**src/rtl/seg7_scan_ctrl.sv**
```systemverilog
// Scan controller for a common-anode multi-digit 7-segment display with a one-clock anode guard.
// Define SEG7_SCAN_LZB_EN to enable leading-zero blanking of the upper digits.
module seg7_scan_ctrl #(
    parameter int DIGITS   = 4,
    parameter int PRESCALE = 50000
) (
    input  logic                clk,
    input  logic                reset_n,
    input  logic [4*DIGITS-1:0] data,
    input  logic                load,
    input  logic                blank,
    output logic                ack,
    output logic                frame,
    output logic [6:0]          led,
    output logic [DIGITS-1:0]   an
);
    localparam int DW = (DIGITS > 1) ? $clog2(DIGITS) : 1;
    localparam int PW = $clog2(PRESCALE);
    localparam logic [DW-1:0] DIG_LAST  = DW'(DIGITS - 1);
    localparam logic [PW-1:0] PCNT_LAST = PW'(PRESCALE - 1);

    typedef enum logic {GUARD, SHOW} state_t;

    state_t                state_reg, state_next;
    logic [DW-1:0]         dig_reg, dig_next;
    logic [PW-1:0]         pcnt_reg, pcnt_next;
    logic [4*DIGITS-1:0]   shadow_reg, shadow_next;
    logic                  ack_next, frame_next;
    logic [6:0]            led_next;
    logic [DIGITS-1:0]     an_next;
    logic [3:0]            nib_next [DIGITS];
    logic [DIGITS-1:0]     dig_dark;

    function automatic logic [6:0] hex2led(input logic [3:0] h);
        case (h)
            4'h0:    return 7'b1000000;
            4'h1:    return 7'b1111001;
            4'h2:    return 7'b0100100;
            4'h3:    return 7'b0110000;
            4'h4:    return 7'b0011001;
            4'h5:    return 7'b0010010;
            4'h6:    return 7'b0000010;
            4'h7:    return 7'b1111000;
            4'h8:    return 7'b0000000;
            4'h9:    return 7'b0010000;
            4'hA:    return 7'b0001000;
            4'hB:    return 7'b0000011;
            4'hC:    return 7'b1000110;
            4'hD:    return 7'b0100001;
            4'hE:    return 7'b0000110;
            default: return 7'b0001110;
        endcase
    endfunction

    // Slot sequencing: pcnt=0 is the guard clock, 1..PRESCALE-1 the lit part of the slot.
    always_comb begin
        state_next  = state_reg;
        dig_next    = dig_reg;
        pcnt_next   = pcnt_reg;
        shadow_next = shadow_reg;
        ack_next    = 1'b0;
        frame_next  = 1'b0;
        if (state_reg == GUARD) begin
            state_next = SHOW;
            pcnt_next  = pcnt_reg + 1'b1;
        end else if (pcnt_reg == PCNT_LAST) begin
            state_next = GUARD;
            pcnt_next  = '0;
            if (dig_reg == DIG_LAST) begin
                dig_next   = '0;
                frame_next = 1'b1;
                if (load) begin
                    shadow_next = data;
                    ack_next    = 1'b1;
                end
            end else begin
                dig_next = dig_reg + 1'b1;
            end
        end else begin
            pcnt_next = pcnt_reg + 1'b1;
        end
    end

    for (genvar gi = 0; gi < DIGITS; gi++) begin : g_nib
        assign nib_next[gi] = shadow_next[4*gi +: 4];
    end

`ifdef SEG7_SCAN_LZB_EN
    // zero_from[i]: digit i and everything above it are zero.
    logic [DIGITS:0] zero_from;
    assign zero_from[DIGITS] = 1'b1;
    for (genvar gi = 0; gi < DIGITS; gi++) begin : g_lzb
        assign zero_from[gi] = (nib_next[gi] == 4'h0) && zero_from[gi+1];
        assign dig_dark[gi]  = (gi != 0) && zero_from[gi];
    end
`else
    assign dig_dark = '0;
`endif

    // Outputs are registered from next-state values so they line up with the state they describe.
    always_comb begin
        led_next = blank ? 7'h7F : hex2led(nib_next[dig_next]);
        an_next  = '1;
        if (!blank && state_next == SHOW && !dig_dark[dig_next]) begin
            an_next[dig_next] = 1'b0;
        end
    end

    always_ff @(posedge clk or negedge reset_n) begin
        if (!reset_n) begin
            state_reg  <= GUARD;
            dig_reg    <= '0;
            pcnt_reg   <= '0;
            shadow_reg <= '0;
            an         <= '1;
            led        <= 7'h7F;
            ack        <= 1'b0;
            frame      <= 1'b0;
        end else begin
            state_reg  <= state_next;
            dig_reg    <= dig_next;
            pcnt_reg   <= pcnt_next;
            shadow_reg <= shadow_next;
            an         <= an_next;
            led        <= led_next;
            ack        <= ack_next;
            frame      <= frame_next;
        end
    end
endmodule

```
**config.mk**
```make
export PLATFORM = sky130hd
export DESIGN_NAME = seg7_scan_ctrl
export DESIGN_NICKNAME = d
export VERILOG_FILES = /design/src/rtl/seg7_scan_ctrl.sv
export SDC_FILE = /design/constraint.sdc
export NUM_CORES = 1
export LEC_CHECK = 0
export ABC_AREA = 0
export BUFFER_PORTS_ARGS = -buffer_cell sky130_fd_sc_hd__buf_2
export CORE_MARGIN = 1
export CORE_UTILIZATION = 25
export CTS_BUF_LIST = sky130_fd_sc_hd__clkbuf_4
export DETAILED_ROUTE_END_ITERATION = 6
export PLACE_DENSITY = 0.41
export SYNTH_ARGS = -nofsm -noshare
export SYNTH_HDL_FRONTEND = slang
export SYNTH_SLANG_ARGS = --single-unit
```
**constraint.sdc**
```tcl
create_clock -name clk -period 3.95 [get_ports clk]
set_clock_uncertainty 0.15 [all_clocks]
set_input_delay 0.5925 -clock clk [delete_from_list [all_inputs] [get_ports clk]]
set_output_delay 0.5925 -clock clk [all_outputs]
set_load 0.05 [all_outputs]
```
==> results of run 1 <==
power groups by stage:
stage	Sequential, mW	Combinational (mW)	Clock [mW]
final	0.499	0.0436	0.293
after global routing	0.500	0.0485	0.326
after CTS	0.499	0.0453	0.304
after detailed placement	0.508	0.0450	0
after global placement	0.508	0.0457	0
after floorplan	0.522	0.00518	0
final timing paths:
check / cells past startpoint / endpoint
min in group clk: 1 / pcnt_reg[0]
hold / removal: 1 / pcnt_reg[12]
setup / recovery: 9 / led[6]
setup reg to reg: 9 / led[6]
max in group asynchronous: 2 / an[2]
hold reg to reg: 1 / pcnt_reg[0]
cells in the final DEF, fill, tap and decap left out, types with 2 or more instances in the layout:
cell type  netlist  final
nor2_1          18     18
buf_2            0     32
nand2_1          7      7
o21ai_0          3      3
ha_1             8      8
a31oi_1          3      3
mux2_4           3      3
and3_1           6      6
dfstp_2         11     11
nand2b_1         2      2
nand3_1         10     10
clkbuf_4         0      5
inv_1            6      6
clkinv_1         0      2
mux2i_1         12     11
dfrtp_1         37     37
xor2_1           9      9
nor3_1           5      5
xnor2_1          5      5
mux2_2          22     22
buf_4            0      9
cell type report:
type / count / area (um^2)
clock buffer: 5 / 37.5
clock inverter: 3 / 37.5
fill: 918 / 6090
inverter: 7 / 26.3
multi-input combinational: 128 / 1030
sequential: 48 / 1210
tap: 108 / 135
timing repair buffer: 41 / 228
layer usage:
metal	up-vias	GRT usage (%)
li1	737	-
met1	703	14.7
met2	29	17.2
met3	6	2.59
met4	0	3.85
met5	-	0
worst reg2reg max path: cells and delay by family (launching register included):
kind / cells / cell delay, ns
AND/OR/NAND/NOR: 3 / 1.29
multiplexers: 4 / 1.27
flip-flops: 1 / 0.44
buffers and inverters: 1 / 0.28
AO/OA/AOI/OAI: 1 / 0.29
cell families (layout without fill, tap and decap cells):
| logic type | after synthesis | after routing | synth area share, % |
|---|---|---|---|
| XOR/XNOR | 14 | 14 | 5.36 |
| multiplexers | 38 | 38 | 18.7 |
| buffers and inverters | 11 | 56 | 2.46 |
| flip-flops | 48 | 48 | 53.1 |
| AND/OR/NAND/NOR | 57 | 57 | 12.8 |
| adder cells (fa/ha/maj) | 8 | 8 | 4.38 |
| AO/OA/AOI/OAI | 11 | 11 | 3.23 |
==> results.toml, run 1 <==
[status]
status = "complete, but fails checks"
violations = "design-rule violations"

[yosys]
synth.most_common_cell = "dfrtp_1"
ys.flop_type = "dfrtp_1"
synth_top_cell_by_area = "dfrtp_1"
synth_top_area_share_pct = 40.5
ys_async_sr_fraction_pct = 100
synth_seq_cells = 48
ys.warnings.count = 0
ys_types = 35
synth_nets = 215
synth_area_mm2 = 0.00229
synth_edf_count = 0
ys_seq_area_share_pct = 53.1
synth_area_per_cell_um2 = 12.2
netlist_instances = 187
synthTopCellsByCount = "dfrtp_1, mux2_2, nor2_1"
synthTopCellsByArea = "dfrtp_1, dfstp_2, mux2_2, mux2i_1, ha_1"

[power]
finalPower_mw = 0.836
swShare_pct = 23.5
seqPwrFrac_pct = 59.7
comb_power_share_pct = 5.2
p_sw_mw = 0.196
intPower_mw = 0.640
p_per_area_mw_per_mm2 = 308
vdd.ir_drop.worst_v = 0.000115
leakage_nw = 1.33
clockPowerShare_pct = 35.1

[cts]
cts.sinks = 48
root_buffer = "clkbuf_4"
cts_htree_levels = 2
clk_path_buf_depth = 2
cts_buffers = 5
insertion_delay_ns = 0.36
clkTransAtPathRegs_ns = 0.14
postCtsHoldBufs = 0
cts_tree = "built"
postCtsResizedCells = 0
cts_setup_buffers = 0

[drt]
vias = 1475
wl_met3_um = 173
post_drt_wl_per_cell_um = 14.1
drt_iter0_markers = 24
postRouteAntennaNets = 0
wl_met1_um = 2400
routed_wl_um = 4810
route.met2.wl_um = 2170
highest_layer = "met4"
via_per_inst = 4.34
dr.pass1.iters = 6
drc_errors = 2

[cells_and_area]
antenna_cells = 0
instances_no_fill = 340
nets = 259
layout-drive-gt1-share_pct = 37.9
fin_area_mm2 = 0.00271
finalCoreUtilization_pct = 30.8
syn_to_final_growth_pct = 18.7

[sta]
period_needed_ns = 3.78
setup_viol = 0
fin_setup_tns_ns = 0
report.final.slew_viol_count = 0
fin_ws_ns = 0.168
fin_crit_sh_pct = 95.7
hold_viol = 0
holdWs_ns = 0.162
rsz0062_at_grt = "false"
worst_slew_pin_slew_ns = 0.836
fmax_mhz = 264
slew_headroom_pct = 44.3

[floorplanning]
core_mm2 = 0.00881
fp.dieW_um = 97.7
rows = 34
top_level_ports = 33
die-area_mm2 = 0.00954
initial_utilization_pct = 26.0
die_y_um = 97.7

[setup_path]
reg2reg_setup_slack_ns = 0.17
cp_slowest_cell = "or4b_1"
critPathLaunchType = "register"
timing.critical_path.from = "pcnt_reg[11]"
worst_r2r_startpoint = "pcnt_reg[11]"
path_delay_family = "simple AND/OR/NAND/NOR gates"
crit_path_cell_trace = "or4b_1 -> or3_4 -> nor3_4 -> buf_4 -> mux2_2 -> mux2_2 -> mux2_4 -> mux2_4 -> a211o_1"
crit_arrival_ns = 3.94
critPathMaxStageDelay_ns = 0.57
path_max_fanout = 12
cp_data_required_time_ns = 4.11
criticalPathCategory = "register to register"
cp-end-kind = "register"
cp_num_buf_inv = 1

[global_routing]
grt_max_degree = 38
grt_pass1_wl_um = 8100
grt_overflow = 0
antenna_found_initial = 0
grt_pass1_vias = 1555
grt_usage_pct = 11.0

[worst_hold_path]
min_path_type = "primary input to async pin"

[place]
dp.cells = 332
hpwlAfterDp_um = 3490
dp_worst_setup_slack_ns = 0.193
portBuffers = 32
place_congestion = 0.696
place_area_mm2 = 0.00264

[flow_run]
maxCapViolCount = 0
(Power assumes the default switching activity.)
==> run 2, diff against run 1 <==
==> constraint.sdc (replaced) <==
create_clock -name clk -period 3 [get_ports clk]
set_clock_uncertainty 0.15 [all_clocks]
set_input_delay 0.45 -clock clk [delete_from_list [all_inputs] [get_ports clk]]
set_output_delay 0.45 -clock clk [all_outputs]
set_load 0.05 [all_outputs]
==> run 2 against run 1 <==
  * The flow finishes with violations (design-rule violations, negative setup slack)
  * Routed wire length is 0.98% lower
  * Global-route usage fell by 0.083 points
  * Count of clock-buffer cells in the layout rose by 1
  * Flip-flop and latch count did not move
  * Register-to-register slack lost 0.60 ns
  * Via count increased by 8.2%
  * Combinational power is 35% higher
  * Final cell count up 9.1%
  * Critical path depth rose by 2
  * First-iteration DRC count up 29%
  * Hold slack better by 0.011 ns
  * Total power up 32%
  * Critical path type unchanged
  * Critical endpoint unchanged
  * Highest routed layer unchanged
==> results.toml, run 2 (synthesis results as in run 1) <==
[drt]
via_per_inst = 4.30
dr.pass1.iters = 6
drc_errors = 3
routed_wl_um = 4760
vias = 1596
drt_iter0_markers = 31
postRouteAntennaNets = 0
post_drt_wl_per_cell_um = 12.8

[setup_path]
worst_r2r_startpoint = "pcnt_reg[13]"
timing.critical_path.from = "pcnt_reg[13]"
reg2reg_setup_slack_ns = -0.43
crit_arrival_ns = 3.59
critPathLaunchType = "register"
cp_num_buf_inv = 2
critPathMaxStageDelay_ns = 0.54
criticalPathCategory = "register to register"
reg2reg_to = "led[6]"
cp-end-kind = "register"
reg2reg_depth = 11
path_max_fanout = 14
cp_common_cell = "mux2_4"
cp_slowest_cell = "or4b_4"
cp_data_required_time_ns = 3.15
crit_path_cell_trace = "or4b_4 -> or3_4 -> nor3_4 -> buf_12 -> mux2_4 -> mux2_4 -> mux2i_4 -> inv_2 -> ha_4 -> mux2_4 -> a211o_1"
path_delay_family = "simple AND/OR/NAND/NOR gates"

[cts]
clk_path_buf_depth = 2
cts.sinks = 48
root_buffer = "clkbuf_4"
clkTransAtPathRegs_ns = 0.14
cts_setup_buffers = 0
cts_tree = "built"
cts_htree_levels = 2
cts_buffers = 5
insertion_delay_ns = 0.36

[sta]
period_needed_ns = 3.43
setup_viol = 7
hold_viol = 0
slew_headroom_pct = 76.4
report.final.slew_viol_count = 0
rsz0062_at_grt = "true"
fin_crit_sh_pct = 114
fmax_mhz = 291
fin_ws_ns = -0.434
worst_slew_pin_slew_ns = 0.350

[place]
place_congestion = 0.721
portBuffers = 32
hpwlAfterDp_um = 3670
place_area_mm2 = 0.00294

[worst_hold_path]
hold-path-endpoint = "shadow_reg[8]"
min_path_type = "primary input to register"
hp-start = "data[8]"
whs_path_depth = 2

[cells_and_area]
finalCoreUtilization_pct = 34.6
layout-drive-gt1-share_pct = 48.7
syn_to_final_growth_pct = 33.4
nets = 290
fin_area_mm2 = 0.00305
fill_cells = 886
layout_common_cells = "dfrtp_1, buf_4, buf_2, nor2_1, mux2_2"
antenna_cells = 0

[power]
p_per_area_mw_per_mm2 = 363
leakage_nw = 1.50
finalPower_mw = 1.11
vdd.ir_drop.worst_v = 0.000225

[floorplanning]
fp.dieW_um = 97.7
core_mm2 = 0.00881
die-area_mm2 = 0.00954
rows = 34
die_y_um = 97.7
top_level_ports = 33
initial_utilization_pct = 26.0

[global_routing]
grt_max_degree = 24
grt_pass1_wl_um = 8110
grt_pass1_vias = 1691
antenna_found_initial = 0
grt_usage_pct = 10.9
grt_overflow = 0

[status]
violations = "design-rule violations, negative setup slack"
status = "complete, but fails checks"

[flow_run]
maxCapViolCount = 0
## run 2: layout make-up
type                       instances  area (um^2)  share of cell area (%)
clock buffer                       6         45.0                    1.48
clock inverter                     2         35.0                    1.15
inverter                           7         26.3                   0.861
multi-input combinational        128         1110                    36.3
sequential                        48         1210                    39.8
tap                              108          135                    4.43
timing repair buffer              72          488                    16.0
## run 2: repair_timing
| action | 4_1_cts | 5_1_grt |
|---|---|---|
| endpoints found under the hold margin | 8 | 0 |
| setup endpoints to repair | 7 | 7 |
| resized for setup | 6 | 1 |
| hold buffers | 1 | 0 |
## run 2: layer usage
metal / global-route usage (%) / up-vias / share of wire [%]
li1: - / 803 / -
met1: 14.0 / 760 / 47
met2: 17.8 / 27 / 47
met3: 3.31 / 6 / 4.3
met4: 2.80 / 0 / 1.2
met5: 0 / - / 0
## run 2: power breakdown
part | total (mW) | switching, mW | internal (mW)
Combinational | 0.0587 | 0.0408 | 0.0179
Clock | 0.391 | 0.207 | 0.184
Sequential | 0.657 | 0.00126 | 0.656
Total | 1.11 | 0.249 | 0.858
## run 2: how the worst max path moves through the flow
stage,cells after the start,end,slack [ns]
detailed placement,11,led[6],-0.47
finish,11,led[6],-0.43
CTS,11,led[6],-0.44
global route,11,led[2],-0.53
global placement,11,led[2],-0.48
floorplan,11,led[6],-0.57
## run 2: worst reg2reg max path, stage by stage, from the launching register on
cell     delay [ns]
dfrtp_1        0.40
or4b_4         0.54
or3_4          0.44
nor3_4         0.17
buf_12         0.18
mux2_4         0.32
mux2_4         0.28
mux2i_4        0.15
inv_2          0.08
ha_4           0.16
mux2_4         0.26
a211o_1        0.25
## run 2: stage by stage
stage	hold slack [ns]	cells	TNS, ns	setup WS [ns]
after detailed placement	0.186	362	-2.58	-0.470
after floorplan	0.00441	187	-2.70	-0.566
after global routing	0.138	371	-3.32	-0.534
final	0.173	371	-2.40	-0.434
after global placement	0.186	362	-2.64	-0.480
after CTS	0.147	371	-2.49	-0.442
